==> src/rtl/cursor_repeat_ctrl.sv <==
// Board-cursor controller with typematic auto-repeat.
// Converts a single held direction button into one immediate cursor step,
// a first repeat after DELAY cycles and further repeats every RATE cycles.
// The cursor position, the position before the last move, the move strobe
// and the busy flag are all registered.
module cursor_repeat_ctrl #(
  parameter int COLS   = 8,
  parameter int ROWS   = 8,
  parameter int XW     = 3,
  parameter int YW     = 3,
  parameter int DELAY  = 25_000_000,
  parameter int RATE   = 6_250_000,
  parameter int WRAP   = 0,
  parameter int INIT_X = 0,
  parameter int INIT_Y = 0
) (
  input  logic          clk,
  input  logic          reset_n,
  input  logic          enable,
  input  logic          clear,
  input  logic          btn_up,
  input  logic          btn_down,
  input  logic          btn_left,
  input  logic          btn_right,
  output logic [XW-1:0] x,
  output logic [YW-1:0] y,
  output logic [XW-1:0] prev_x,
  output logic [YW-1:0] prev_y,
  output logic          moved,
  output logic          busy
);

  typedef enum logic [1:0] {
    ST_IDLE     = 2'd0,
    ST_DELAY    = 2'd1,
    ST_REPEAT   = 2'd2,
    ST_WAIT_REL = 2'd3
  } state_t;

  typedef enum logic [1:0] {
    DIR_UP    = 2'd0,
    DIR_DOWN  = 2'd1,
    DIR_LEFT  = 2'd2,
    DIR_RIGHT = 2'd3
  } dir_t;

  localparam logic [27:0]   DELAY_LD = 28'(DELAY - 1);
  localparam logic [27:0]   RATE_LD  = 28'(RATE - 1);
  localparam logic [XW-1:0] X_MAX    = XW'(COLS - 1);
  localparam logic [YW-1:0] Y_MAX    = YW'(ROWS - 1);
  localparam logic [XW-1:0] X_ZERO   = {XW{1'b0}};
  localparam logic [YW-1:0] Y_ZERO   = {YW{1'b0}};
  localparam logic [XW-1:0] X_INIT   = XW'(INIT_X);
  localparam logic [YW-1:0] Y_INIT   = YW'(INIT_Y);
  localparam logic          WRAP_EN  = (WRAP != 0);

  state_t        state_r, state_s;
  dir_t          dir_r, dir_s, press_dir_s;
  logic [27:0]   cnt_r, cnt_s;
  logic [3:0]    btn_s;
  logic          valid_s;
  logic          step_s;
  logic          step_ok_s;
  logic [XW-1:0] tgt_x_s, x_r, prev_x_r;
  logic [YW-1:0] tgt_y_s, y_r, prev_y_r;
  logic          moved_r, busy_r;

  // Decode the button levels into a single valid press and its direction.
  always_comb begin
    btn_s       = {btn_right, btn_left, btn_down, btn_up};
    valid_s     = (btn_s != 4'b0000) && ((btn_s & (btn_s - 4'd1)) == 4'b0000);
    press_dir_s = DIR_UP;
    case (btn_s)
      4'b0001: press_dir_s = DIR_UP;
      4'b0010: press_dir_s = DIR_DOWN;
      4'b0100: press_dir_s = DIR_LEFT;
      4'b1000: press_dir_s = DIR_RIGHT;
      default: press_dir_s = DIR_UP;
    endcase
  end

  // Next-state, repeat counter and step-request logic of the repeat FSM.
  always_comb begin
    state_s = state_r;
    cnt_s   = cnt_r;
    dir_s   = dir_r;
    step_s  = 1'b0;
    if (clear) begin
      state_s = ST_WAIT_REL;
      cnt_s   = 28'd0;
    end else if (!enable) begin
      state_s = ST_WAIT_REL;
      cnt_s   = 28'd0;
    end else begin
      case (state_r)
        ST_IDLE: begin
          if (valid_s) begin
            step_s  = 1'b1;
            dir_s   = press_dir_s;
            cnt_s   = DELAY_LD;
            state_s = ST_DELAY;
          end else begin
            state_s = ST_IDLE;
          end
        end
        ST_DELAY, ST_REPEAT: begin
          if (valid_s && (press_dir_s == dir_r)) begin
            if (cnt_r == 28'd0) begin
              step_s  = 1'b1;
              cnt_s   = RATE_LD;
              state_s = ST_REPEAT;
            end else begin
              cnt_s = cnt_r - 28'd1;
            end
          end else begin
            // Release or a different press ends the hold without a step.
            state_s = ST_IDLE;
            cnt_s   = 28'd0;
          end
        end
        ST_WAIT_REL: begin
          if (btn_s == 4'b0000) begin
            state_s = ST_IDLE;
          end else begin
            state_s = ST_WAIT_REL;
          end
        end
        default: begin
          state_s = ST_IDLE;
          cnt_s   = 28'd0;
        end
      endcase
    end
  end

  // Target cell of a step in the active direction and whether the edge allows it.
  always_comb begin
    tgt_x_s   = x_r;
    tgt_y_s   = y_r;
    step_ok_s = 1'b0;
    case (dir_s)
      DIR_UP: begin
        if (y_r == Y_ZERO) begin
          tgt_y_s   = Y_MAX;
          step_ok_s = WRAP_EN;
        end else begin
          tgt_y_s   = y_r - YW'(1);
          step_ok_s = 1'b1;
        end
      end
      DIR_DOWN: begin
        if (y_r == Y_MAX) begin
          tgt_y_s   = Y_ZERO;
          step_ok_s = WRAP_EN;
        end else begin
          tgt_y_s   = y_r + YW'(1);
          step_ok_s = 1'b1;
        end
      end
      DIR_LEFT: begin
        if (x_r == X_ZERO) begin
          tgt_x_s   = X_MAX;
          step_ok_s = WRAP_EN;
        end else begin
          tgt_x_s   = x_r - XW'(1);
          step_ok_s = 1'b1;
        end
      end
      DIR_RIGHT: begin
        if (x_r == X_MAX) begin
          tgt_x_s   = X_ZERO;
          step_ok_s = WRAP_EN;
        end else begin
          tgt_x_s   = x_r + XW'(1);
          step_ok_s = 1'b1;
        end
      end
      default: begin
        step_ok_s = 1'b0;
      end
    endcase
  end

  // FSM state, latched direction and repeat counter registers.
  always_ff @(posedge clk or negedge reset_n) begin
    if (!reset_n) begin
      state_r <= ST_IDLE;
      dir_r   <= DIR_UP;
      cnt_r   <= 28'd0;
    end else begin
      state_r <= state_s;
      dir_r   <= dir_s;
      cnt_r   <= cnt_s;
    end
  end

  // Registered cursor position, previous position, move strobe and busy flag.
  always_ff @(posedge clk or negedge reset_n) begin
    if (!reset_n) begin
      x_r      <= X_INIT;
      y_r      <= Y_INIT;
      prev_x_r <= X_INIT;
      prev_y_r <= Y_INIT;
      moved_r  <= 1'b0;
      busy_r   <= 1'b0;
    end else if (clear) begin
      x_r      <= X_INIT;
      y_r      <= Y_INIT;
      prev_x_r <= X_INIT;
      prev_y_r <= Y_INIT;
      moved_r  <= 1'b0;
      busy_r   <= 1'b0;
    end else begin
      moved_r <= step_s && step_ok_s;
      busy_r  <= (state_s == ST_DELAY) || (state_s == ST_REPEAT);
      if (step_s && step_ok_s) begin
        prev_x_r <= x_r;
        prev_y_r <= y_r;
        x_r      <= tgt_x_s;
        y_r      <= tgt_y_s;
      end
    end
  end

  assign x      = x_r;
  assign y      = y_r;
  assign prev_x = prev_x_r;
  assign prev_y = prev_y_r;
  assign moved  = moved_r;
  assign busy   = busy_r;

endmodule

==> config.mk <==
export PLATFORM = sky130hd
export DESIGN_NAME = cursor_repeat_ctrl
export DESIGN_NICKNAME = d
export VERILOG_FILES = /design/src/rtl/cursor_repeat_ctrl.sv
export SDC_FILE = /design/constraint.sdc
export NUM_CORES = 1
export LEC_CHECK = 0
export BUFFER_PORTS_ARGS = -buffer_cell sky130_fd_sc_hd__buf_2
export CORE_MARGIN = 2
export CORE_UTILIZATION = 50
export CTS_CLUSTER_DIAMETER = 60
export DETAILED_ROUTE_END_ITERATION = 8
export PLACE_DENSITY_LB_ADDON = 0.3
export SLEW_MARGIN = 0
export SYNTH_ARGS = -nofsm -noshare
export SYNTH_HDL_FRONTEND = slang
export SYNTH_SLANG_ARGS = --single-unit
==> constraint.sdc <==
create_clock -name clk -period 6.9 [get_ports clk]
set_input_delay 1.035 -clock clk [delete_from_list [all_inputs] [get_ports clk]]
set_output_delay 1.035 -clock clk [all_outputs]
set_load 0.01 [all_outputs]
---- After elaboration in Yosys (flattened, before gate mapping) ----
Cells that the tools add are included.
storage, ports and cells
  output and inout port bits .............. 14
  logic and storage cells ................. 96
  input bits .............................. 8
  bits in registers ....................... 46
cells by class
  reductions and logical operators ........ 19
  $add $sub $neg .......................... 6
  muxes and demuxes ....................... 45
  bitwise operators ....................... 1
  eq/ne operators ......................... 16
operators by type and width
  operator                                                                number
  28-bit 2-to-1 mux                                                       5
  28-bit one-hot mux with 2 select lines                                  1
  3-bit 2-to-1 mux                                                        12
  28-bit zero test                                                        1
  28-bit by 1-bit subtractor with 28-bit output (second input constant)   1
  2-bit 2-to-1 mux                                                        9
  1-bit 2-to-1 mux                                                        12
  2-bit one-hot mux with 3 select lines                                   2
  3-bit one-hot mux with 2 select lines                                   2
  2-bit equality test (second input constant)                             5
  4-bit zero test                                                         2
  3-bit by 1-bit adder with 3-bit output (second input constant)          2
  2-bit by 1-bit equality test with 1-bit output (second input constant)  3
  3-bit equality test (second input constant)                             2
  3-bit zero test                                                         2
  2-bit AND reduction                                                     3
  3-bit nonzero test                                                      2
  3-bit by 1-bit subtractor with 3-bit output (second input constant)     2
  4-bit bitwise AND                                                       1
  4-bit by 2-bit equality test with 1-bit output (second input constant)  1
  4-bit by 3-bit equality test with 1-bit output (second input constant)  1
  4-bit equality test (second input constant)                             1
  2-bit zero test                                                         2
  4-bit by 1-bit != test with 1-bit output (second input constant)        1
  other kinds (10)                                                        12

---- Longest topological paths before layout ----
  word-level depth ........................ 13
  mapped depth ............................ 10
  mapped depth without buffers ............ 8

---- Worst setup path after synthesis ----
No wires, ideal clock.
  path type ............................... input port to flip-flop
  start ................................... in btn_up
  end ..................................... reg prev_y_r[2], in the netlist prev_y[2]
  buffers on the path ..................... 1
  library setup time ...................... 0.128 ns
  arrival ................................. 2.826 ns
  stages on the path ...................... 7
  path slack .............................. 3.947 ns
  data required time ...................... 6.772 ns
  cell sequence ........................... buf_2 -> or3b_1 -> o32ai_1 -> o21ai_0 -> o21ai_2 -> nand3_4 -> mux2_1
between the ends
  longest elaborated chain between the ends .. 12
  elaborated cells between the ends (all ways) .. 27
  classes of those cells .................. add/sub: 1; eq/ne: 7; mux: 11; bitwise: 1; reduce/logical: 7
RTL lines
  item                                               RTL line  source
  start: declaration                                 21        input logic btn_up,
  4-bit by 1-bit subtractor with 4-bit output        71        valid_s = (btn_s != 4'b0000) && ((btn_s & (btn_s - 4'd1)) == 4'b0000);
  4-bit bitwise AND                                  71
  4-bit zero test                                    71
  1-bit logical AND                                  71
  2-bit 2-to-1 mux                                   97        if (valid_s) begin
  2-bit 2-to-1 mux                                   95        case (state_r)
  2-bit 2-to-1 mux                                   91        end else if (!enable) begin
  2-bit 2-to-1 mux                                   88        if (clear) begin
  2-bit equality test, or another cell as far along  141       case (dir_s)
  1-bit one-hot mux with 4 select lines              141
  1-bit logical AND *                                216       if (step_s && step_ok_s) begin
  2-bit nonzero test (no line) *                     --
  end signal: assignment                             218       prev_y_r <= y_r;
  end: declaration                                   65        logic [YW-1:0] tgt_y_s, y_r, prev_y_r;
Every way passes the cells marked *; elsewhere a longest branch is shown, timed or not.
A chain may end at the register's enable or synchronous reset.

---- Worst setup path after layout ----
  start ................................... in btn_left
  end ..................................... reg cnt_r[3]
between the ends
  longest elaborated chain between the ends .. 9
  elaborated cells between the ends (all ways) .. 17
  classes of those cells .................. add/sub: 1; eq/ne: 5; mux: 5; bitwise: 1; reduce/logical: 5
RTL lines
  item                                         RTL line  source
  start: declaration                           23        input logic btn_left,
  4-bit by 1-bit subtractor with 4-bit output  71
  4-bit bitwise AND                            71
  4-bit zero test                              71
  1-bit logical AND                            71
  1-bit logical AND                            107       if (valid_s && (press_dir_s == dir_r)) begin
  28-bit 2-to-1 mux                            107
  28-bit one-hot mux with 2 select lines       95
  28-bit 2-to-1 mux                            91
  28-bit 2-to-1 mux                            88
  end signal: assignment                       193       cnt_r <= cnt_s;
  end: declaration                             59        logic [27:0] cnt_r, cnt_s;
Parallel ways exist; a longest one is shown, timed or not.

==> results.ini <==
[synthesis]
synth_edf_count=0
async_flop_share=1.00
synth_flop_cell=dfrtp_1
ys_types=64
synth_fp_nets=359
yosysWarnings=0
synth.avg_cell_area_um2=9.31
syn-cell-area_um2=3150
ys_seq_area_frac=0.366
synthCells=338
ys_seq_elements=46

[clock_network]
htree_levels=2
clk_latency_ps=310
hold_buffers=0
clk_path_buf_depth=2
cts_tree=built
clk_pin_slew_worst_paths_ps=90
cts_resized=0
root_buffer=clkbuf_8
cts_num_sinks=46
cts_made_buffers=5
postCtsSetupBuffers=0

[cells_and_area]
layout_common_cells=dfrtp_1 (46), o21ai_0 (27), buf_2 (21)
final_nets=374
regArea_um2=1150
postLayoutCellArea_um2=3400
final_common_cell=dfrtp_1
multi_input_area_um2=1870
instances_no_fill=429
syn2layout_area_growth_pct=7.91
layout-drive-gt1-share=0.138
final.fill_count=546
n_antenna_cell=0

[floorplanning]
dieWidth_um=83.3
dieArea_um2=6950
die_h_um=83.3
initial_core_util=0.525
num_io_pins=22
fp.coreArea_um2=5990
rows=28

[power_and_ir_drop]
leakage_nw=1.64
powerDensity_nw_per_um2=183
ir_worst_vdd_v=0.0000976

[critical_path]
path_max_fanout=17
crit_path_end_kind=register
cp-startpoint=btn_left
critical_path.slowest_cell=nor4b_1
crit_path_max_incr_delay_ps=540
critPathKind=in2reg
worst_ep_required_time_ps=7150
worstSetupStartpointType=input port
critical_path_arrival_ps=3330
rr_startpoint=cnt_r[0]
path_cells=buf_2 > nor4b_1 > a2111oi_0 > nor3_2 > nand2_1 > o21ai_0 > a22o_1

[drt]
vias=2659
post_drt_wl_per_cell_um=16.1
vias_per_cell=6.20
drc_errors=0
wirelength_um=6910
ant_nets=0
drt-initial-drc-count=169
dr.pass1.iters=4

[grt]
grt_pass1_wl_um=12100
grt_usage=0.210
grt_pass1_vias=2519
grt-ovfl-total=0
antenna_found_initial=0
grt_max_degree=47

[timing]
finClkSkew_ps=11.1
setup_tns_ps=0
rsz0062_at_grt=no
max_freq_ghz=0.324
finalSetupViolations=0
worst_slew_pin_slew_ps=975
hold_ws_ps=514
maxSlewViolCount=0
period_needed_ps=3090
relSlewSlack=0.333
min_period_over_period=0.447
finalHoldViolCount=0

[worst_hold_path]
hold_start=cnt_r[14]
hold_class=reg2reg

[placed_design]
placed_cell_area_um2=3290
routabilityCongestion=0.872
numPortBuffers=21
dp_hpwl_um=4870
placedCellCount=421

[job]
maxCapViolCount=0

[run_status]
outcome=finished clean

==> Yosys cell counts, types with 3 or more instances <==
cell type	count	area, um^2
o21ai_0	27	135
or4_1	3	22.5
inv_1	16	60.1
nand3b_1	3	22.5
nor3_1	14	70.1
dfrtp_1	46	1150
nor4_1	6	37.5
a31o_2	4	35.0
and2_1	4	25.0
clkbuf_1	9	33.8
xor2_1	6	52.6
nor3_2	3	30.0
a21boi_0	3	22.5
nand3_1	4	20.0
nand2_1	20	75.1
a31oi_1	3	18.8
o211ai_1	3	22.5
nand4_1	3	18.8
o21ai_1	3	15.0
nor2_1	15	56.3
buf_2	5	25.0
o31ai_1	5	37.5
mux2i_1	13	130
ha_1	13	163
a22o_1	15	131
nand2b_1	17	106
nor2b_1	6	37.5
or3_1	8	50.1
a21o_1	5	37.5
xnor2_1	7	61.3
a21oi_1	12	60.1
==> power breakdown <==
part | internal (mW) | switching [mW]
clock network | 0.0919 | 0.0961
registers | 0.277 | 0.00947
logic | 0.0568 | 0.0915
total | 0.426 | 0.197
==> through the flow <==
stage	util	setup WS, ps	power, mW
2_1_floorplan	-	3950	0.409
5_1_grt	0.567	3600	0.660
6_report	0.567	3810	0.623
3_3_place_gp	0.549	3570	0.436
3_5_place_dp	0.549	3540	0.438
4_1_cts	0.567	3850	0.626
==> area by class of cell <==
| class | instances | share of cell area |
|---|---|---|
| sequential | 46 | 0.339 |
| tap | 75 | 0.0276 |
| clock inverter | 1 | 0.00258 |
| multi-input combinational | 261 | 0.550 |
| clock buffer | 7 | 0.0284 |
| inverter | 16 | 0.0177 |
| timing repair buffer | 23 | 0.0354 |
==> path summary, 6_finish.rpt <==
| kind | depth (start not counted) | to | slack (ps) |
|---|---|---|---|
| hold reg to reg | 1 | cnt_r[14] | 510 |
| setup reg to reg | 8 | prev_y[2] | 4190 |
| max in group asynchronous | 2 | cnt_r[17] | 5680 |
| hold / removal | 1 | cnt_r[14] | 510 |
| min in group asynchronous | 2 | cnt_r[7] | 800 |
| setup / recovery | 7 | cnt_r[3] | 3810 |
==> cells by family after synthesis <==
group,count (synthesis),share of synthesized area
simple gates,125,0.253
compound gates,95,0.204
flops,46,0.366
buf+inv,31,0.0413
mux,15,0.0485
xor+xnor,13,0.0362
fa+ha+maj,13,0.0517
==> state kept, by name, summed over array words and instances (netlist names) <==
name and cells:
prev_y 3, moved 1, prev_x 3, x 3, y 3, busy 1
state_r 2, cnt_r 28, dir_r 2
==> layer usage <==
metal	track usage	vias to the layer above	share of wire
met5	0	-	0
met2	0.345	60	0.48
met4	0.0596	0	0.012
met3	0.0447	8	0.041
met1	0.282	1319	0.47
li1	-	1272	-
==> worst max-delay path: cells and delay by family <==
family,cells,cell delay [ps]
AO/OA/AOI/OAI,3,710
AND/OR/NAND/NOR,3,1350
buffers and inverters,1,230
Note: power is estimated with default switching activity, not from simulation.
